`src/rtl/uart_reg_pkg.sv`:
```
// Shared constants and FSM encodings for the UART register command controller.
package uart_reg_pkg;

  localparam logic [7:0] SYNC_BYTE = 8'hA5;
  localparam logic [7:0] ACK_BYTE  = 8'h5A;
  localparam logic [7:0] NAK_BYTE  = 8'hEE;
  localparam logic [7:0] CMD_WR    = 8'h01;
  localparam logic [7:0] CMD_RD    = 8'h02;

  typedef enum logic [2:0] {
    ST_IDLE,
    ST_GET_CMD,
    ST_GET_ADDR,
    ST_GET_DATA,
    ST_EXEC,
    ST_RD_WAIT,
    ST_SEND_ACK,
    ST_SEND_DATA
  } ctrl_state_t;

  typedef enum logic [1:0] {
    TX_IDLE,
    TX_KICK,
    TX_WAIT_BUSY,
    TX_WAIT_DONE
  } tx_state_t;

endpackage

```
`src/rtl/uart_byte_sender.sv`:
```
// One-byte UART TX handshake: kick, wait for the UART to go busy, wait for it to finish.
// done pulses on completion; a send in that same cycle chains straight into the next kick.
module uart_byte_sender
  import uart_reg_pkg::*;
(
  input  logic       clk,
  input  logic       rst,
  input  logic       send,
  input  logic [7:0] send_byte,
  input  logic       is_transmitting,
  output logic       tx_enable,
  output logic [7:0] tx_byte,
  output logic       done
);

  tx_state_t  state_q, state_d;
  logic [7:0] byte_q;
  logic       accept;

  assign tx_byte = byte_q;

  always_comb begin
    state_d   = state_q;
    tx_enable = 1'b0;
    done      = 1'b0;
    accept    = 1'b0;
    case (state_q)
      TX_IDLE: accept = send;
      TX_KICK: begin
        if (!is_transmitting) begin
          tx_enable = 1'b1;
          state_d   = TX_WAIT_BUSY;
        end
      end
      TX_WAIT_BUSY: begin
        if (is_transmitting) state_d = TX_WAIT_DONE;
      end
      TX_WAIT_DONE: begin
        if (!is_transmitting) begin
          done    = 1'b1;
          state_d = TX_IDLE;
          accept  = send;
        end
      end
      default: state_d = TX_IDLE;
    endcase
    if (accept) state_d = TX_KICK;
  end

  always_ff @(posedge clk or posedge rst) begin
    if (rst) begin
      state_q <= TX_IDLE;
      byte_q  <= 8'h00;
    end else begin
      state_q <= state_d;
      if (accept) byte_q <= send_byte;
    end
  end

endmodule

```
`src/rtl/uart_reg_ctrl.sv`:
```
// Host command controller: parses SYNC/CMD/ADDR/DATA frames from the UART, runs one
// local-bus register access and replies ACK (+ read data) or NAK over the UART TX.
module uart_reg_ctrl
  import uart_reg_pkg::*;
#(
  parameter logic [23:0] TIMEOUT = 24'd1000000,
  parameter int          ERR_W   = 8
) (
  input  logic             clk,
  input  logic             rst,
  input  logic [7:0]       rx_byte,
  input  logic             rx_available,
  input  logic             is_transmitting,
  output logic             tx_enable,
  output logic [7:0]       tx_byte,
  output logic             reg_wr,
  output logic             reg_rd,
  output logic [7:0]       reg_addr,
  output logic [7:0]       reg_wdata,
  input  logic [7:0]       reg_rdata,
  output logic             busy,
  output logic [ERR_W-1:0] err_count
);

  ctrl_state_t state_q, state_d;
  logic [7:0]  cmd_q;
  logic [7:0]  rdata_q;
  logic [23:0] tmo_cnt;
  logic        in_get;
  logic        timed_out;
  logic        err_inc;
  logic        send;
  logic [7:0]  send_byte;
  logic        tx_done;

  assign in_get    = state_q inside {ST_GET_CMD, ST_GET_ADDR, ST_GET_DATA};
  // An arriving byte always beats an expiring timeout.
  assign timed_out = in_get && !rx_available && (tmo_cnt >= TIMEOUT);
  assign busy      = (state_q != ST_IDLE);
  assign reg_wr    = (state_q == ST_EXEC) && (cmd_q == CMD_WR);
  assign reg_rd    = (state_q == ST_EXEC) && (cmd_q == CMD_RD);

  always_comb begin
    state_d   = state_q;
    send      = 1'b0;
    send_byte = ACK_BYTE;
    err_inc   = 1'b0;
    case (state_q)
      ST_IDLE: begin
        if (rx_available && rx_byte == SYNC_BYTE) state_d = ST_GET_CMD;
      end
      ST_GET_CMD: begin
        if (rx_available) state_d = ST_GET_ADDR;
      end
      ST_GET_ADDR: begin
        if (rx_available) state_d = ST_GET_DATA;
      end
      ST_GET_DATA: begin
        if (rx_available) state_d = ST_EXEC;
      end
      ST_EXEC: begin
        if (cmd_q == CMD_RD) begin
          state_d = ST_RD_WAIT;
        end else begin
          send    = 1'b1;
          state_d = ST_SEND_ACK;
          if (cmd_q != CMD_WR) begin
            send_byte = NAK_BYTE;
            err_inc   = 1'b1;
          end
        end
      end
      ST_RD_WAIT: begin
        send    = 1'b1;
        state_d = ST_SEND_ACK;
      end
      ST_SEND_ACK: begin
        if (tx_done) begin
          if (cmd_q == CMD_RD) begin
            send      = 1'b1;
            send_byte = rdata_q;
            state_d   = ST_SEND_DATA;
          end else begin
            state_d = ST_IDLE;
          end
        end
      end
      ST_SEND_DATA: begin
        if (tx_done) state_d = ST_IDLE;
      end
      default: state_d = ST_IDLE;
    endcase
    if (timed_out) begin
      state_d = ST_IDLE;
      err_inc = 1'b1;
    end
  end

  always_ff @(posedge clk or posedge rst) begin
    if (rst) begin
      state_q   <= ST_IDLE;
      cmd_q     <= 8'h00;
      reg_addr  <= 8'h00;
      reg_wdata <= 8'h00;
      rdata_q   <= 8'h00;
      tmo_cnt   <= 24'd0;
      err_count <= '0;
    end else begin
      state_q <= state_d;
      if (rx_available) begin
        case (state_q)
          ST_GET_CMD:  cmd_q     <= rx_byte;
          ST_GET_ADDR: reg_addr  <= rx_byte;
          ST_GET_DATA: reg_wdata <= rx_byte;
          default:     ;
        endcase
      end
      if (state_q == ST_RD_WAIT) rdata_q <= reg_rdata;
      if (!in_get || rx_available) tmo_cnt <= 24'd0;
      else if (tmo_cnt != '1)      tmo_cnt <= tmo_cnt + 24'd1;
      if (err_inc && err_count != '1) err_count <= err_count + ERR_W'(1);
    end
  end

  uart_byte_sender u_sender (
    .clk             (clk),
    .rst             (rst),
    .send            (send),
    .send_byte       (send_byte),
    .is_transmitting (is_transmitting),
    .tx_enable       (tx_enable),
    .tx_byte         (tx_byte),
    .done            (tx_done)
  );

endmodule

```
`config.mk`:
```
export PLATFORM = sky130hd
export DESIGN_NAME = uart_reg_ctrl
export DESIGN_NICKNAME = d
export VERILOG_FILES = /design/src/rtl/uart_reg_pkg.sv /design/src/rtl/uart_byte_sender.sv /design/src/rtl/uart_reg_ctrl.sv
export SDC_FILE = /design/constraint.sdc
export NUM_CORES = 1
export LEC_CHECK = 0
export CAP_MARGIN = 20
export CELL_PAD_IN_SITES_DETAIL_PLACEMENT = 0
export CELL_PAD_IN_SITES_GLOBAL_PLACEMENT = 1
export CORE_UTILIZATION = 46
export CTS_BUF_LIST = sky130_fd_sc_hd__clkbuf_8 sky130_fd_sc_hd__clkbuf_16
export CTS_CLUSTER_SIZE = 40
export DETAILED_ROUTE_END_ITERATION = 7
export PLACE_DENSITY_LB_ADDON = 0.1
export SYNTH_ARGS = -nofsm -noshare
export SYNTH_HDL_FRONTEND = slang
export SYNTH_SLANG_ARGS = --single-unit
```
`constraint.sdc`:
```
create_clock -name clk -period 4.25 [get_ports clk]
set_input_delay 1.275 -clock clk [delete_from_list [all_inputs] [get_ports clk]]
set_output_delay 1.275 -clock clk [all_outputs]
set_load 0.1 [all_outputs]
```
# Yosys cells after proc, flatten, opt, wreduce, memory -nomap -nowiden
# Index checks and enable logic that the tools add are counted.
[word_totals]
elab_cells = 92
out_inout_bits = 36
register_bits = 77
[op_classes]
mux = 35
magnitude_cmp = 1
add_sub_neg = 2
n_reduce_logical = 20
eq_ne = 25
[ops]
columns = ["operator", "count"]
rows = [
  ["$mux 24", 2],
  ["$mux 8", 4],
  ["$add 24x1->24 const B", 1],
  ["$ge 24x20->1 const B", 1],
  ["$mux 3", 8],
  ["$ne 24x24->1 const B", 1],
  ["$pmux 3 s8", 1],
  ["$ne 3x3->1 const B", 6],
  ["$pmux 8 s2", 1],
  ["$eq 3x3->1 const B", 4],
  ["$mux 1", 11],
  ["$mux 2", 5],
  ["$ne 3x2->1 const B", 3],
  ["$add 8x1->8 const B", 1],
  ["$eq 8x1->1 const B", 1],
  ["$eq 8x2->1 const B", 1],
  ["$eq 8x8->1 const B", 1],
  ["$ne 8x1->1 const B", 1],
  ["$ne 8x8->1 const B", 1],
  ["$eq 3x2->1 const B", 2],
  ["$logic_and 1x1->1", 6],
  ["$pmux 2 s3", 1],
  ["$reduce_and 2->1", 3],
  ["$reduce_and 6->1", 1],
  ["13 further kinds", 16],
]

# Longest topological paths before layout
[depth]
ltp_word = 8
depth_mapped = 8
mapped_depth_nobuf = 7

# By module
# Synthesis repeated with hierarchy kept, for this count alone.
[unflattened]
cells_unflattened = 331
hier_area_um2 = 3811.2
[modules_own_cells]
columns = ["mod", "cells_per_inst", "area_each_um2", "n_inst"]
rows = [
  ["uart_reg_ctrl", 292, 3305.7, 1],
  ["uart_byte_sender", 39, 505.5, 1],
]

# Least setup slack after synthesis
# Ideal clock, no wire load.
[synth_timing]
path_type = "flip-flop to output port"
startpoint = "reg cmd_q[4]"
endpoint = "out reg_wr"
setup_slack_ns = -0.983
path_buffers = 0
path_stages_with_launch = 3
t_arrival_ns = 3.958
cell_sequence = "dfrtp_1 > or4_4 > nor4_1"
[synth_via]
elab_chain_len = 2
[synth_rtl]
columns = ["element", "line", "rtl"]
rows = [
  ["start: declaration", "uart_reg_ctrl.sv:26", "logic [7:0] cmd_q;"],
  ["start signal: assignment", "uart_reg_ctrl.sv:112", "ST_GET_CMD: cmd_q <= rx_byte;"],
  ["$eq 8x1->1", "uart_reg_ctrl.sv:40", "assign reg_wr = (state_q == ST_EXEC) && (cmd_q == CMD_WR);"],
  ["$logic_and 1x1->1", "uart_reg_ctrl.sv:40", ""],
  ["end: declaration", "uart_reg_ctrl.sv:16", "output logic reg_wr,"],
]
# No other way between the ends.

# Worst setup path in the final report
[layout_timing]
startpoint = "reg state_q[0]"
endpoint = "out busy"
[layout_via]
elab_chain_len = 1
[layout_rtl]
columns = ["element", "line", "rtl"]
rows = [
  ["start: declaration", "uart_reg_ctrl.sv:25", "ctrl_state_t state_q, state_d;"],
  ["start signal: assignment", "uart_reg_ctrl.sv:109", "state_q <= state_d;"],
  ["$reduce_bool 3->1", "uart_reg_ctrl.sv:39", "assign busy = (state_q != ST_IDLE);"],
  ["end: declaration", "uart_reg_ctrl.sv:21", "output logic busy,"],
]
# No other way between the ends.

==> out/results.ini <==
[detailed_routing]
dr.pass1.iters=4
detail_route.wl_per_cell_um=14.9
ant_nets=0
drt-vias-per-instance=5.28
wirelength_mm=7.50
first_iter_violations=124
drc=0
vias=2656

[power_and_ir_drop]
clockPowerShare_pct=17.6
ir_drop_mv=0.521
p_leak_nw=1.91
power_switching_mw=1.83
p_int_mw=1.92
swShare_pct=48.8
p_comb_share_pct=51.3
total_power_mw=3.75
seqPwrFrac_pct=31.0
p_per_area_mw_per_mm2=805

[final_layout]
syn_to_final_growth_pct=24.3
final_cell_mix=dfrtp_1, clkdlybuf4s50_1, nor2_1, mux2_2, nand2_1
antenna_cells=0
finish.utilization_pct=59.7
layout_commonest_cell=dfrtp_1
multi_input_area_mm2=0.00174
nFillCells=705
register_area_mm2=0.00193
layout-drive-gt1-share_pct=16.2
final_nets=426

[grt]
grt_overflow_total=0
grt_antenna_before_repair=0
grt.total_usage_pct=19.3
grt_pass1_wl_mm=13.0
grt_max_degree=49
grt_pass1_vias=2709

[critical_path]
crit_path_end_kind=output port
crit_type=flip-flop to output port
max_stage_delay_ns=0.98
critPathLaunchType=flip-flop
crit_chain=or3_1, clkdlybuf4s50_1
cp_max_fo=14
slowest_stage=clkdlybuf4s50_1
cp.arrival_ns=2.35
reg2reg_depth=6
cp.required_ns=2.97

[cts]
numCtsBuffers=9
cts.repair.resized=0
clock_latency_ns=0.34
cts_sinks=77
holdBufCountCts=0
cts.clk_slew.worst_paths_ns=0.08
cts_tree=done
htreeDepth=3
cts_setup_buffers=0
cts.path.max_buffers=2
cts-root-buf=clkbuf_8

[die]
rows=32
core_area_mm2=0.00781
start_util_pct=48.0
dieWidth_um=92.3
dieArea_mm2=0.00851
ios=56
chipHeight_um=92.3

[synthesis]
synth-simple-area-share_pct=20.1
synthArstFlopShare_pct=100
yosysWarnings=0
yosys.area.top_type=dfrtp_1
synth_top_family_by_area=simple AND/OR/NAND/NOR gates
synth_top_area_share_pct=51.4
synth_area_leaders=dfrtp_1, mux2_2, xnor2_1, nor2_1, ha_1
synth_area_mm2=0.00375
synth_seq_cells=77
synth-compound-area-share_pct=5.54
syn_nets=367
synth-seq-area-share_pct=51.4
ys_types=44
synth_area_per_cell_um2=11.1
synth_xor_area_share_pct=6.78
ys.flop_type=dfrtp_1
synthMuxAreaShare_pct=10.9
synth-adder-area-share_pct=3.01
synthCells=338
synth-edff-count=0

[sta]
slew_violations=0
fin_tns_setup_ns=0
grt_setup_unrepaired=false
fmax_mhz=276
finalSetupViolCount=0
max_slew_margin_pct=34.9
holdWs_ns=0.489
skew_ns=0.0120
period_needed_ns=3.62
final_hold_viol_count=0
fin_crit_sh_pct=85.2
tightest_slew_ns=0.974

[min_path]
min_path_cells=1
hp-class=flip-flop to flip-flop

[run_status]
status=finished, final reports clean

[placement]
portBuffers=55
post-dp-hpwl_mm=5.21
globalplace.congestion=0.762

[job]
drv_cap=0

==> synthesized netlist by cell type (2+ instances only) <==
| library cell | instances |
|---|---|
| a21oi_1 | 10 |
| nor2_1 | 37 |
| or2_2 | 2 |
| a211oi_1 | 5 |
| nand2_1 | 22 |
| xor2_1 | 11 |
| inv_1 | 8 |
| o21ai_1 | 6 |
| clkbuf_1 | 5 |
| nor4_1 | 4 |
| and2_1 | 3 |
| xnor2_1 | 18 |
| o21ai_0 | 3 |
| nand3b_1 | 3 |
| o22a_1 | 3 |
| buf_2 | 4 |
| nand2b_1 | 5 |
| nor3_1 | 7 |
| and4_1 | 2 |
| and3_1 | 6 |
| ha_1 | 9 |
| nand3_1 | 8 |
| mux2i_1 | 2 |
| nor4b_1 | 2 |
| nor2b_1 | 5 |
| dfrtp_1 | 77 |
| or3_1 | 6 |
| mux2_2 | 33 |
| nand4_1 | 13 |
| nor4_4 | 2 |
| nor4bb_1 | 4 |
==> sequential cells by signal, summed over array words and instances (netlist names) <==
name              count
cmd_q                 8
tmo_cnt              24
reg_wdata             8
rdata_q               8
err_count             8
u_sender.tx_byte      8
u_sender.state_q      2
state_q               3
reg_addr              8
==> power by group through the flow <==
stage          Clock [mW]  Sequential [mW]  Combinational (mW)
2_1_floorplan           0             2.05               0.614
3_3_place_gp            0             1.17                1.91
3_5_place_dp            0             1.18                1.93
4_1_cts             0.676             1.16                1.94
5_1_grt             0.698             1.20                2.02
6_report            0.661             1.16                1.92
==> critical path: cells and delay by family, from the launching register on <==
| family | cells | cell delay [ns] |
|---|---|---|
| buffers and inverters | 1 | 0.98 |
| DFF | 1 | 0.56 |
| and+or+nand+nor | 1 | 0.46 |
==> cell type report <==
type	instances	share of cell area (%)
sequential	77	41.4
multi-input combinational	242	37.3
timing repair buffer	59	12.8
tap	102	2.74
clock buffer	9	2.66
clock inverter	6	2.42
inverter	8	0.645
==> stage by stage <==
stage | instances | setup slack, ns | instance area [µm²]
global placement | 488 | 0.830 | 4420
floorplan | 338 | 0.243 | 3750
finish | 503 | 0.629 | 4660
detailed placement | 488 | 0.817 | 4420
CTS | 503 | 0.623 | 4660
global route | 503 | 0.546 | 4660
==> kinds of logic after synthesis <==
family,Yosys count
AND/OR/NAND/NOR,135
flip-flops,77
multiplexers,36
AO/OA/AOI/OAI,33
XOR/XNOR,29
buffers and inverters,19
adder cells (fa/ha/maj),9
==> metal layers <==
| metal | global-route usage [%] | wire length [µm] | vias to the layer above |
|---|---|---|---|
| met4 | 4.69 | 61 | 0 |
| met5 | 0 | 0 | - |
| met1 | 27.4 | 3620 | 1283 |
| met2 | 30.1 | 3550 | 60 |
| li1 | - | - | 1306 |
| met3 | 4.39 | 273 | 7 |
==> path summary, 6_finish.rpt <==
path / start / end / slack [ns]
max reg2reg: tmo_cnt[6] / tmo_cnt[4] / 1.69
min: rdata_q[6] / u_sender.tx_byte[6] / 0.49
min reg2reg: rdata_q[6] / u_sender.tx_byte[6] / 0.49
max: state_q[0] / busy / 0.63
max in group asynchronous: rst / u_sender.tx_byte[2] / 2.22
min in group asynchronous: rst / reg_addr[6] / 1.34
No activity file was read; power rests on OpenSTA's default activity.
